**config.mk**
```make
export PLATFORM = sky130hd
export DESIGN_NAME = ram_tp_bytemask_pipe_flat
export DESIGN_NICKNAME = d
export VERILOG_FILES = /design/src/rtl/ram_pkg.sv /design/src/rtl/ram_tp_bytemask_pipe_if.sv /design/src/rtl/ram_init_seq.sv /design/src/rtl/ram_tp_bytemask_pipe.sv /design/src/flat_wrapper.sv
export SDC_FILE = /design/constraint.sdc
export NUM_CORES = 1
export LEC_CHECK = 0
export CAP_MARGIN = 0
export CELL_PAD_IN_SITES_DETAIL_PLACEMENT = 1
export CELL_PAD_IN_SITES_GLOBAL_PLACEMENT = 1
export CORE_ASPECT_RATIO = 0.9
export CORE_MARGIN = 2
export CORE_UTILIZATION = 54
export DETAILED_ROUTE_END_ITERATION = 8
export GPL_ROUTABILITY_DRIVEN = 0
export PLACE_DENSITY = 0.91
export SLEW_MARGIN = 5
export SYNTH_ARGS = -nofsm -noshare
export SYNTH_HDL_FRONTEND = slang
export SYNTH_SLANG_ARGS = --single-unit
```
**constraint.sdc**
```tcl
create_clock -name clock -period 7.8 [get_ports clock]
set_clock_uncertainty 0.15 [all_clocks]
set_input_delay 1.17 -clock clock [delete_from_list [all_inputs] [get_ports clock]]
set_output_delay 1.17 -clock clock [all_outputs]
set_load 0.02 [all_outputs]
```
**src/rtl/ram_pkg.sv**
```systemverilog
// Shared definitions for the masked two-port RAM family.
// Contents:
//   RDW_OLD / RDW_NEW  read-during-write selector values
//   MASK_EXP_MAX       widest word mask_expand can serve
//   init_state_e       post-reset clear sequencer states
//   addr_bits()        address width for a given depth (minimum 1)
//   mask_expand()      widen a write mask so each mask bit covers gran data bits
package ram_pkg;

    localparam int RDW_OLD      = 0;
    localparam int RDW_NEW      = 1;
    localparam int MASK_EXP_MAX = 256;

    typedef enum logic [1:0] {
        IDLE  = 2'd0,
        CLEAR = 2'd1,
        READY = 2'd2
    } init_state_e;

    function automatic int addr_bits(input int depth);
        return (depth > 1) ? $clog2(depth) : 1;
    endfunction

    // Callers zero-extend their mask in and truncate the result to their word width.
    function automatic logic [MASK_EXP_MAX-1:0] mask_expand(input logic [MASK_EXP_MAX-1:0] mask,
                                                             input int gran);
        logic [MASK_EXP_MAX-1:0] bits;
        int g;
        g    = (gran < 1) ? 1 : gran;
        bits = '0;
        for (int i = 0; i < MASK_EXP_MAX; i++) begin
            bits[i] = mask[i / g];
        end
        return bits;
    endfunction

endpackage

```
**src/rtl/ram_tp_bytemask_pipe_if.sv**
```systemverilog
// Request/response bundle of the masked two-port RAM.
// Signals:
//   cen        chip enable, gates both ports
//   wen/wmask/waddr/wdata   write port
//   ren/raddr               read port
//   rdata/rvalid            read response (rvalid is a one-cycle pulse)
//   init_busy               clear sequence running, requests ignored
//   addr_err                one-cycle pulse after an out-of-range request
// Modports: master drives requests, slave (the RAM) drives responses.
interface ram_tp_bytemask_pipe_if #(
    parameter int DATA_WIDTH = 32,
    parameter int ADDR_WIDTH = 4,
    parameter int MASK_WIDTH = 4
);
    logic                  cen;
    logic                  wen;
    logic [MASK_WIDTH-1:0] wmask;
    logic [ADDR_WIDTH-1:0] waddr;
    logic [DATA_WIDTH-1:0] wdata;
    logic                  ren;
    logic [ADDR_WIDTH-1:0] raddr;
    logic [DATA_WIDTH-1:0] rdata;
    logic                  rvalid;
    logic                  init_busy;
    logic                  addr_err;

    modport master (
        output cen, wen, wmask, waddr, wdata, ren, raddr,
        input  rdata, rvalid, init_busy, addr_err
    );

    modport slave (
        input  cen, wen, wmask, waddr, wdata, ren, raddr,
        output rdata, rvalid, init_busy, addr_err
    );
endinterface

```
**src/rtl/ram_init_seq.sv**
```systemverilog
// Post-reset clear sequencer: walks addresses 0..DEPTH-1 writing zero, one per cycle.
// Ports:
//   clock      rising-edge clock
//   reset      synchronous, active-high; restarts the walk at address 0
//   init_busy  high while the array is not yet ready for traffic
//   clr_addr   address being cleared this cycle
//   clr_we     write-enable for the clear write
module ram_init_seq
    import ram_pkg::*;
#(
    parameter int DEPTH      = 16,
    parameter int INIT_CLEAR = 1,
    parameter int ADDR_WIDTH = 4
) (
    input  logic                  clock,
    input  logic                  reset,
    output logic                  init_busy,
    output logic [ADDR_WIDTH-1:0] clr_addr,
    output logic                  clr_we
);

    localparam logic [ADDR_WIDTH-1:0] LAST_ADDR = ADDR_WIDTH'(DEPTH - 1);

    init_state_e           state, state_nxt;
    logic [ADDR_WIDTH-1:0] cnt, cnt_nxt;

    // Reset enters CLEAR directly so init_busy lasts exactly DEPTH cycles.
    // NOTE: state registers use non-blocking assignment so every flop samples pre-edge values.
    always_ff @(posedge clock) begin
        if (reset) begin
            state <= (INIT_CLEAR != 0) ? CLEAR : READY;
            cnt   <= '0;
        end else begin
            state <= state_nxt;
            cnt   <= cnt_nxt;
        end
    end

    // NOTE: defaults first so every path assigns every output and no latch is inferred.
    always_comb begin
        state_nxt = state;
        cnt_nxt   = cnt;
        case (state)
            IDLE: begin
                state_nxt = CLEAR;
                cnt_nxt   = '0;
            end
            CLEAR: begin
                if (cnt == LAST_ADDR) begin
                    state_nxt = READY;
                end else begin
                    cnt_nxt = cnt + ADDR_WIDTH'(1);
                end
            end
            READY:   state_nxt = READY;
            default: state_nxt = IDLE;
        endcase
    end

    always_comb begin
        init_busy = (state != READY);
        clr_we    = (state == CLEAR);
        clr_addr  = cnt;
    end

endmodule

```
**src/rtl/ram_tp_bytemask_pipe.sv**
```systemverilog
// Two-port (1W/1R) synchronous RAM with granular write mask, 1- or 2-cycle read
// pipeline, selectable read-during-write result, post-reset clear and range checking.
// Ports:
//   clock  rising-edge clock
//   reset  synchronous, active-high
//   bus    ram_tp_bytemask_pipe_if.slave (requests in, rdata/rvalid/init_busy/addr_err out)
module ram_tp_bytemask_pipe
    import ram_pkg::*;
#(
    parameter int DATA_WIDTH = 32,
    parameter int DEPTH      = 16,
    parameter int MASK_GRAN  = 8,
    parameter int RD_LATENCY = 1,
    parameter int RDW_MODE   = 0,
    parameter int INIT_CLEAR = 1
) (
    input logic                   clock,
    input logic                   reset,
    ram_tp_bytemask_pipe_if.slave bus
);

    localparam int ADDR_WIDTH = addr_bits(DEPTH);
    localparam int MASK_WIDTH = DATA_WIDTH / MASK_GRAN;
    localparam logic [ADDR_WIDTH:0] DEPTH_LIM = (ADDR_WIDTH + 1)'(DEPTH);

    if (MASK_GRAN < 1 || (DATA_WIDTH % MASK_GRAN) != 0) begin : g_bad_gran
        $error("DATA_WIDTH must be a multiple of MASK_GRAN");
    end
    if (RD_LATENCY != 1 && RD_LATENCY != 2) begin : g_bad_lat
        $error("RD_LATENCY must be 1 or 2");
    end
    if (DATA_WIDTH > MASK_EXP_MAX) begin : g_bad_width
        $error("DATA_WIDTH exceeds MASK_EXP_MAX");
    end

    // NOTE: the array has no reset so it maps onto RAM macros; the init sequencer zeroes it.
    logic [DATA_WIDTH-1:0] mem [DEPTH];

    logic                  init_busy, clr_we;
    logic [ADDR_WIDTH-1:0] clr_addr;
    logic                  accept, waddr_ok, raddr_ok, wr_hit, rd_hit;
    logic [ADDR_WIDTH-1:0] wr_idx, rd_idx;
    logic [DATA_WIDTH-1:0] bit_mask, wr_merged, rd_word;
    logic [DATA_WIDTH-1:0] rdata_q;
    logic                  rvalid_q, addr_err_q;

    ram_init_seq #(
        .DEPTH      (DEPTH),
        .INIT_CLEAR (INIT_CLEAR),
        .ADDR_WIDTH (ADDR_WIDTH)
    ) u_init_seq (
        .clock     (clock),
        .reset     (reset),
        .init_busy (init_busy),
        .clr_addr  (clr_addr),
        .clr_we    (clr_we)
    );

    assign accept   = bus.cen && !init_busy && !reset;
    assign waddr_ok = {1'b0, bus.waddr} < DEPTH_LIM;
    assign raddr_ok = {1'b0, bus.raddr} < DEPTH_LIM;
    assign wr_hit   = accept && bus.wen && waddr_ok;
    assign rd_hit   = accept && bus.ren;

    // Out-of-range addresses are steered to word 0 so the array is never indexed past DEPTH.
    assign wr_idx = waddr_ok ? bus.waddr : '0;
    assign rd_idx = raddr_ok ? bus.raddr : '0;

    assign bit_mask  = DATA_WIDTH'(mask_expand(MASK_EXP_MAX'(bus.wmask), MASK_GRAN));
    assign wr_merged = (bus.wdata & bit_mask) | (mem[wr_idx] & ~bit_mask);

    // Same-address read/write either sees the stored word or the merged write word.
    always_comb begin
        rd_word = '0;
        if (raddr_ok) begin
            if (RDW_MODE == RDW_NEW && wr_hit && bus.waddr == bus.raddr) begin
                rd_word = wr_merged;
            end else begin
                rd_word = mem[rd_idx];
            end
        end
    end

    // Single write port shared by the clear sequencer and user writes; the two never
    // overlap because requests are refused while clearing.
    always_ff @(posedge clock) begin
        if (clr_we) begin
            mem[clr_addr] <= '0;
        end else if (wr_hit) begin
            mem[wr_idx] <= wr_merged;
        end
    end

    // Read data is captured at acceptance, so later writes cannot disturb in-flight reads.
    if (RD_LATENCY == 1) begin : g_lat1
        always_ff @(posedge clock) begin
            if (reset) begin
                rvalid_q <= 1'b0;
                rdata_q  <= '0;
            end else begin
                rvalid_q <= rd_hit;
                if (rd_hit) rdata_q <= rd_word;
            end
        end
    end else begin : g_lat2
        logic                  s1_valid;
        logic [DATA_WIDTH-1:0] s1_data;

        always_ff @(posedge clock) begin
            if (rd_hit) s1_data <= rd_word;
        end

        always_ff @(posedge clock) begin
            if (reset) begin
                s1_valid <= 1'b0;
                rvalid_q <= 1'b0;
                rdata_q  <= '0;
            end else begin
                s1_valid <= rd_hit;
                rvalid_q <= s1_valid;
                if (s1_valid) rdata_q <= s1_data;
            end
        end
    end

    // One pulse even when both ports are out of range in the same cycle.
    always_ff @(posedge clock) begin
        if (reset) begin
            addr_err_q <= 1'b0;
        end else begin
            addr_err_q <= accept && ((bus.wen && !waddr_ok) || (bus.ren && !raddr_ok));
        end
    end

    assign bus.rdata     = rdata_q;
    assign bus.rvalid    = rvalid_q;
    assign bus.init_busy = init_busy;
    assign bus.addr_err  = addr_err_q;

endmodule

```
**src/flat_wrapper.sv**
```systemverilog
// flat-port wrapper written by rule: the top's interface ports become plain ports
module ram_tp_bytemask_pipe_flat import ram_pkg::*;
#(
    parameter int DATA_WIDTH = 32,
    parameter int DEPTH      = 16,
    parameter int MASK_GRAN  = 8,
    parameter int RD_LATENCY = 1,
    parameter int RDW_MODE   = 0,
    parameter int INIT_CLEAR = 1
)
  (clock, reset, bus_cen, bus_wen, bus_wmask, bus_waddr, bus_wdata, bus_ren, bus_raddr, bus_rdata, bus_rvalid, bus_init_busy, bus_addr_err);
  ram_tp_bytemask_pipe_if #(.DATA_WIDTH(DATA_WIDTH), .ADDR_WIDTH((4)), .MASK_WIDTH((4))) bus_i ();
  input logic clock;
  input logic reset;
  input wire logic [$bits(bus_i.cen)-1:0] bus_cen;
  input wire logic [$bits(bus_i.wen)-1:0] bus_wen;
  input wire logic [$bits(bus_i.wmask)-1:0] bus_wmask;
  input wire logic [$bits(bus_i.waddr)-1:0] bus_waddr;
  input wire logic [$bits(bus_i.wdata)-1:0] bus_wdata;
  input wire logic [$bits(bus_i.ren)-1:0] bus_ren;
  input wire logic [$bits(bus_i.raddr)-1:0] bus_raddr;
  output wire logic [$bits(bus_i.rdata)-1:0] bus_rdata;
  output wire logic [$bits(bus_i.rvalid)-1:0] bus_rvalid;
  output wire logic [$bits(bus_i.init_busy)-1:0] bus_init_busy;
  output wire logic [$bits(bus_i.addr_err)-1:0] bus_addr_err;
  assign bus_i.cen = bus_cen;
  assign bus_i.wen = bus_wen;
  assign bus_i.wmask = bus_wmask;
  assign bus_i.waddr = bus_waddr;
  assign bus_i.wdata = bus_wdata;
  assign bus_i.ren = bus_ren;
  assign bus_i.raddr = bus_raddr;
  assign bus_rdata = bus_i.rdata;
  assign bus_rvalid = bus_i.rvalid;
  assign bus_init_busy = bus_i.init_busy;
  assign bus_addr_err = bus_i.addr_err;
  ram_tp_bytemask_pipe #(.DATA_WIDTH(DATA_WIDTH), .DEPTH(DEPTH), .MASK_GRAN(MASK_GRAN), .RD_LATENCY(RD_LATENCY), .RDW_MODE(RDW_MODE), .INIT_CLEAR(INIT_CLEAR)) u_core (.clock(clock), .reset(reset), .bus(bus_i));
endmodule
```
# Yosys cells after proc, flatten, opt, wreduce, memory -nomap -nowiden
# Memories as Yosys holds them, arrays and structs flattened. A register that Yosys moved wholly into a read port is not among the register bits.
# Index checks and enable logic that the tools add are counted.
# word_totals
ff_bits,7
ram_bits,512
in_bits,49
out_inout_bits,35
elab_cells,37
memories,1
# memory_table
memory,words,width,read_ports,rd_clocked_by_memory_dff,write_ports,line_no,rtl
u_core.mem,16,32,2,1,1,ram_tp_bytemask_pipe.sv:37,logic [DATA_WIDTH-1:0] mem [DEPTH];
# op_classes
addsub,1
n_eq_ne,6
n_mux,12
bitwise,4
n_reduce_logical,10
# ops
operator,count
$and A32 B32 Y32,2
$mux W32,1
$not A32 Y32,1
$or A32 B32 Y32,1
$reduce_or A32 Y1,1
$mux W4,2
$pmux W4 S2,1
$mux W1,6
$ne A2 B2 Y1 const B,3
$pmux W2 S3,1
$add A4 B1 Y4 const B,1
$eq A4 B4 Y1 const B,1
$logic_and A1 B1 Y1,4
$eq A2 B1 Y1 const B,1
$eq A2 B2 Y1 const B,1
$logic_not A1 Y1,2
$logic_not A2 Y1,1
$mux W2,1
$reduce_and A2 Y1,1
$reduce_bool A2 Y1,1

# Depth between registers and ports, before layout
# Gate-level depths: netlist of the first run.
# depth
word_depth,10
ltp_mapped,9
depth_no_buf,6

# Modules after synthesis
# A second synthesis of the first run with hierarchy kept.
# unflattened
cells_unflattened,1325
hier_area_um2,25289.3
# by_module_without_submodules
mod,n_inst,cells_each,area_per_inst_um2,seq_area_each_um2
ram_tp_bytemask_pipe,1,1287,24918.9,16035.4
ram_init_seq,1,38,370.4,120.1

# Least setup slack after synthesis of the first run
# Ideal clock, no wire load.
# synth_timing
path_type,in2reg
from,in reset
to,mem u_core.mem[10][0] (enable)
setup_ps,421
arrival_ps,3581
required_time_ps,7229
slack_ps,3648
path_stages,7
path_buffers,3
path_cell_list,clkbuf_1 -> and3b_1 -> and2_1 -> clkbuf_1 -> buf_2 -> a32oi_1 -> nor2_1
# synth_between
elab_chain_cells,8
word_cells_on_any_way,9
cone_classes,mux: 5; reduce/logical: 4
# synth_lines
element,line_no,rtl
start: declaration,flat_wrapper.sv:14,input logic reset;
$logic_not A1 Y1 *,ram_tp_bytemask_pipe.sv:59,assign accept = bus.cen && !init_busy && !reset;
$logic_and A1 B1 Y1 *,ram_tp_bytemask_pipe.sv:59,
$logic_and A1 B1 Y1 *,ram_tp_bytemask_pipe.sv:62,assign wr_hit = accept && bus.wen && waddr_ok;
$mux W1 *,ram_tp_bytemask_pipe.sv:89,end else if (wr_hit) begin
$mux W1 *,ram_tp_bytemask_pipe.sv:87,if (clr_we) begin
$mux W1 (implied by the code) *,ram_tp_bytemask_pipe.sv:90,mem[wr_idx] <= wr_merged;
$reduce_or A32 Y1 (no source line),-,
$mux W4 (no source line) / $mux W1 (equally long branches),-,
end: declaration,ram_tp_bytemask_pipe.sv:37,
# Mark *: on every way between the ends. The rest lies on a longest branch, timed or not.

# Worst setup path after layout of the first run
# layout_timing
from,in bus_wen
to,mem u_core.mem[6][16] (enable)
# layout_between
elab_chain_cells,6
word_cells_on_any_way,7
cone_classes,mux: 5; reduce/logical: 2
# layout_lines
element,line_no,rtl
start: declaration,flat_wrapper.sv:16,input wire logic [$bits(bus_i.wen)-1:0] bus_wen;
$logic_and A1 B1 Y1 *,ram_tp_bytemask_pipe.sv:62,
$mux W1 *,ram_tp_bytemask_pipe.sv:89,
$mux W1 *,ram_tp_bytemask_pipe.sv:87,
$mux W1 (implied by the code) *,ram_tp_bytemask_pipe.sv:90,
$reduce_or A32 Y1 (no source line),-,
$mux W4 (no source line) / $mux W1 (equally long branches),-,
# Marks and branches as above.

==> out/metrics.yaml, run 1 <==
path_cells: "clkdlybuf4s50_1, nor2b_1, and2_2, a31oi_1, nor2_4, buf_4"
ios: 84
syn_area_um2: 25070
rows: 74
cts.repair.resized: 0
hp-start: "u_core.bus.rdata[9]"
yosysWarnings: 0
cts_htree_levels: 2
critPathKind: "input port to flip-flop"
cts-hold-fix-buffers: 0
cts_inserted_buffers: 55
grt-ovfl-total: 0
core_area_um2: 45650
fin_crit_ns: 5.245
utilization_pct: 62.03
diodes: 0
worstMarginPinSlew_ns: 1.336
dr_wl_met3_um: 7119
synthTopCellsByArea: "edfxtp_1 61%, mux4_2 22%, mux2i_1 4.6%"
portBuffers: 82
max_stage_delay_ns: 1.15
p_leak_nw: 9.888
final_common_cell: "edfxtp_1"
synth_nets: 1329
yosys.area.top_type: "edfxtp_1"
clockRootBuffer: "clkbuf_16"
cts_setup_buffers: 0
rr_startpoint: "u_core.u_init_seq.state[1]"
clk_path_buf_depth: 3
avgSynthCellArea_um2: 19.65
cp.arrival_ns: 5.36
drcViolationCount: 0
ir_worst_vdd_mv: 0.2065
wl_met2_um: 36060
grt_util_all_layers_pct: 30.76
yosysSeqAreaShare_pct: 64.43
ant_nets: 0
die_height_um: 208.4
routedWlPerCell_um: 36.23
dr.first_iter.drc_count: 1750
ys_types: 40
grt_pass1_wl_um: 107400
area_growth_pct: 12.93
grt_max_degree: 77
fin_area_um2: 28310
yosysTopAreaCellShare_pct: 61.32
rsz0062_at_grt: "no"
timing.slew.headroom_pct: 10.73
mostFrequentLayoutCells: "512 x edfxtp_1, 246 x mux4_2, 116 x mux2i_1"
crit_fanout: 40
max_cap_viol_count: 0
die_x_um: 231.1
hold_path_depth: 2
p_per_area_nw_per_um2: 252.4
antenna_found_initial: 0
hold_end: "u_core.bus.rdata[9]"
dieArea_um2: 48170
routed_wl_um: 72360
reg2reg_slack_ns: 2.84
viasPerCell: 7.378
setup_viol: 0
fin_nets: 1397
critPathRequiredTime_ns: 7.92
fin_setup_tns_ns: 0
r2r_end: "u_core.mem[6][16]"
netlist_instances: 1276
hold_viol: 0
first_pass_iters: 5
dp_hpwl_um: 43580
wl_met1_um: 25990
insertion_delay_ns: 0.62
rr_worst_depth: 7
route.vias.total: 14730
fmax_mhz: 190.7
start_util_pct: 54.93
grt_pass1_vias: 15680
place_area_um2: 26490
endpoint_kind: "flip-flop"
fin_crit_sh_pct: 67.24
drv_slew: 0
cts_tree: "done"
highest_layer: "met4"
cts.reportedPaths.clkPinSlew_ns: 0.06
outcome: "completed"
crit_path_start_kind: "input port"
ys_seq_elements: 551
cts.sink_count: 551
cpMaxStageDelayCell: "and2_2"
drive_above_1_share_pct: 27.50
min_path_type: "flip-flop to flip-flop"
-- synth_stat cells --
| cell | count |
|---|---|
| a2111oi_0 | 2 |
| a211o_1 | 1 |
| a211oi_1 | 1 |
| a21oi_1 | 6 |
| a221o_1 | 5 |
| a22oi_1 | 27 |
| a31o_1 | 32 |
| a31oi_1 | 7 |
| a32oi_1 | 7 |
| and2_1 | 2 |
| and2b_1 | 1 |
| and3b_1 | 1 |
| buf_1 | 12 |
| buf_2 | 29 |
| buf_4 | 11 |
| buf_6 | 10 |
| clkbuf_1 | 35 |
| clkinv_1 | 1 |
| conb_1 | 1 |
| dfxtp_1 | 39 |
| edfxtp_1 | 512 |
| ha_1 | 4 |
| inv_1 | 8 |
| mux2_2 | 2 |
| mux2i_1 | 116 |
| mux4_2 | 246 |
| nand2_1 | 32 |
| nand2b_1 | 8 |
| nand3_1 | 8 |
| nand4b_1 | 5 |
| nor2_1 | 33 |
| nor2b_1 | 4 |
| nor3_1 | 2 |
| nor3b_1 | 1 |
| o211ai_1 | 21 |
| o21ai_0 | 4 |
| o21ai_1 | 2 |
| o221ai_1 | 5 |
| o22ai_1 | 32 |
| or2_1 | 1 |
-- worst max-delay path, delay by kind of cell --
kind,cells,cell delay [ns]
compound gates,1,0.61
buf+inv,2,0.93
simple gates,3,2.62
-- layer usage --
| layer | global-route usage [%] | vias up |
|---|---|---|
| met4 | 13.48 | 0 |
| met2 | 49.78 | 1056 |
| met5 | 0 | - |
| met1 | 41.22 | 7813 |
| li1 | - | 5644 |
| met3 | 5.784 | 220 |
-- where the power goes --
| group | total, mW | leakage (nW) | internal (mW) | switching (mW) |
|---|---|---|---|---|
| clock network | 2.72 | 0.901 | 1.57 | 1.15 |
| logic | 0.843 | 3.12 | 0.322 | 0.521 |
| registers | 3.58 | 5.87 | 3.47 | 0.119 |
| total | 7.15 | 9.89 | 5.36 | 1.79 |
-- kinds of logic after synthesis --
family                     Yosys count  synth area share, %
adders and majority gates            4               0.1996
muxes                              364                26.82
DFF                                551                64.43
and+or+nand+nor                     98                1.817
AOI/OAI and AO/OA                  152                4.521
buffers and inverters              106                2.196
other                                1              0.01496
-- cell type report --
type | instances | area, um2
inverter | 9 | 36.28
sequential | 551 | 16160
fill | 3778 | 17330
clock inverter | 27 | 294.0
multi-input combinational | 619 | 8516
timing repair buffer | 108 | 1020
clock buffer | 75 | 1533
tap | 608 | 760.7
-- worst max-delay path by stage --
stage | from | endpoint | depth (start not counted)
detailed placement | reset | u_core.mem[1][14] | 5
global placement | reset | u_core.mem[3][17] | 5
global route | bus_wen | u_core.mem[1][14] | 5
floorplan | reset | u_core.mem[10][0] | 7
CTS | bus_wen | u_core.mem[1][14] | 5
finish | bus_wen | u_core.mem[6][16] | 6
-- state kept, by name, indices dropped and copies added, names as in the netlist --
| signal | cells |
|---|---|
| u_core.bus.rdata | 32 |
| u_core.mem | 512 |
| u_core.u_init_seq.state | 2 |
| u_core.u_init_seq.clr_addr | 4 |
| u_core.bus.rvalid | 1 |
-- per-stage QoR --
stage | instances | power [mW] | setup slack (ns) | hold slack (ns)
after floorplan | 1276 | 4.122 | 3.648 | 0.3101
after global placement | 1895 | 4.384 | 2.453 | 0.2967
after detailed placement | 1895 | 4.466 | 2.144 | 0.3270
after CTS | 1997 | 7.159 | 2.705 | 0.3390
after global routing | 1997 | 7.312 | 2.468 | 0.3572
final | 1997 | 7.148 | 2.555 | 0.3340
(Power assumes the default switching activity.)
==> run 2: changes to the inputs <==
Settings changed: CORE_UTILIZATION 54 to 49, PLACE_DENSITY 0.91 to 0.87.
Clock period 7.8 ns to 4.7 ns, I/O delays scaled along.
==> out/metrics.yaml, run 2 (synthesis gave the netlist of run 1 again) <==
route.vias.total: 14770
p_leak_nw: 10.10
cp.arrival_ns: 3.80
worstMarginPinSlew_ns: 1.087
max_cap_viol_count: 0
dp_hpwl_um: 45520
ant_nets: 0
largest_register_ffs: 512
dieArea_um2: 53000
routedWlPerCell_um: 35.48
dr.first_iter.drc_count: 2038
timing.slew.headroom_pct: 27.54
die_height_um: 218.6
cts_tree: "done"
grt_max_degree: 71
hold_viol: 0
cts.repair.resized: 0
routed_wl_um: 74650
fin_nets: 1432
grt-ovfl-total: 0
internal_power_mw: 8.935
die_x_um: 242.4
antenna_found_initial: 0
fin_crit_sh_pct: 76.65
critPathRequiredTime_ns: 4.89
final_common_cell: "edfxtp_1"
mostFrequentLayoutCells: "512 x edfxtp_1, 246 x mux4_2, 116 x mux2i_1"
clk_path_buf_depth: 3
diodes: 0
combPwrFrac_pct: 12.6
crit_path_start_kind: "input port"
p_per_area_nw_per_um2: 417.5
rows: 78
drive_above_1_share_pct: 29.56
p_switching_mw: 3.075
largest-register: "u_core.mem"
drv_slew: 0
finalPower_mw: 12.01
setup_viol: 0
fin_crit_ns: 3.602
cts_inserted_buffers: 55
clkPwrFrac_pct: 37.9
crit_fanout: 16
first_pass_iters: 6
grt_pass1_vias: 15760
seq_power_share_pct: 49.5
rsz0062_at_grt: "no"
reg2reg_slack_ns: 1.18
drcViolationCount: 0
cts_htree_levels: 2
cts-hold-fix-buffers: 0
insertion_delay_ns: 0.62
endpoint_kind: "flip-flop"
min_path_type: "flip-flop to flip-flop"
cts.sink_count: 551
outcome: "completed"
grt_util_all_layers_pct: 28.61
fmax_mhz: 277.6
cts_setup_buffers: 0
clockRootBuffer: "clkbuf_16"
ir_worst_vdd_mv: 0.2876
viasPerCell: 7.018
area_growth_pct: 14.74
switching_share_pct: 25.60
grt_pass1_wl_um: 109400
hold_slack_ns: 0.3297
portBuffers: 82
cts.reportedPaths.clkPinSlew_ns: 0.06
fin_setup_tns_ns: 0
fill_cells: 4354
critPathKind: "input port to flip-flop"
core_area_um2: 50460
ios: 84
start_util_pct: 49.69
==> run 2: cell types whose count changed in the layout (fill, tap and decap cells not counted), moves of 2 or more <==
cell / change
clkinv_2: +2
buf_12: +8
clkinvlp_4: +4
buf_4: +27
clkbuf_1: -4
==> run 2: final cells by class <==
| cell class | instances | area, um2 | area share (%) |
|---|---|---|---|
| clock buffer | 69 | 1479 | 5.141 |
| multi-input combinational | 619 | 8516 | 29.60 |
| sequential | 551 | 16160 | 56.16 |
| timing repair buffer | 143 | 1383 | 4.806 |
| clock inverter | 33 | 347.8 | 1.209 |
| tap | 680 | 850.8 | 2.958 |
| inverter | 9 | 36.28 | 0.1261 |
==> run 2: power groups by stage <==
stage	sequential, mW	combinational (mW)	clock, mW
6_report	5.94	1.51	4.55
5_1_grt	5.97	1.58	4.73
4_1_cts	5.94	1.50	4.57
3_5_place_dp	6.02	1.48	0
3_3_place_gp	5.97	1.42	0
2_1_floorplan	5.96	0.879	0
==> run 2: final timing paths <==
kind	cells past startpoint	to	start
worst max-delay path	5	u_core.mem[7][8]	reset
worst min-delay path	2	u_core.bus.rdata[4]	u_core.bus.rdata[4]
worst max register to register	6	u_core.mem[7][8]	u_core.u_init_seq.state[0]
worst min register to register	2	u_core.bus.rdata[4]	u_core.bus.rdata[4]
==> run 2: metal layers <==
layer | up-vias | routed length [um] | track usage [%]
met1 | 7882 | 27350 | 37.86
met2 | 1003 | 37430 | 47.79
met4 | 0 | 2774 | 11.85
met3 | 177 | 7086 | 4.556
met5 | - | 0 | 0
li1 | 5703 | - | -
==> run 2: worst max-delay path, stage by stage <==
cell             delay (ns)
clkdlybuf4s50_1        0.59
and3b_1                0.75
nand4b_1               0.80
o22ai_1                0.45
a31o_1                 0.49
==> run 2: stage by stage <==
stage / cell area, um2 / worst slack, ns / utilization (%) / instances
finish: 28770 / 1.098 / 57.02 / 2104
global route: 28770 / 1.098 / 57.02 / 2104
CTS: 28770 / 1.189 / 57.02 / 2104
detailed placement: 26940 / 0.7508 / 53.39 / 2002
global placement: 26940 / 0.8979 / 53.39 / 2002
floorplan: 25070 / 1.013 / - / 1276
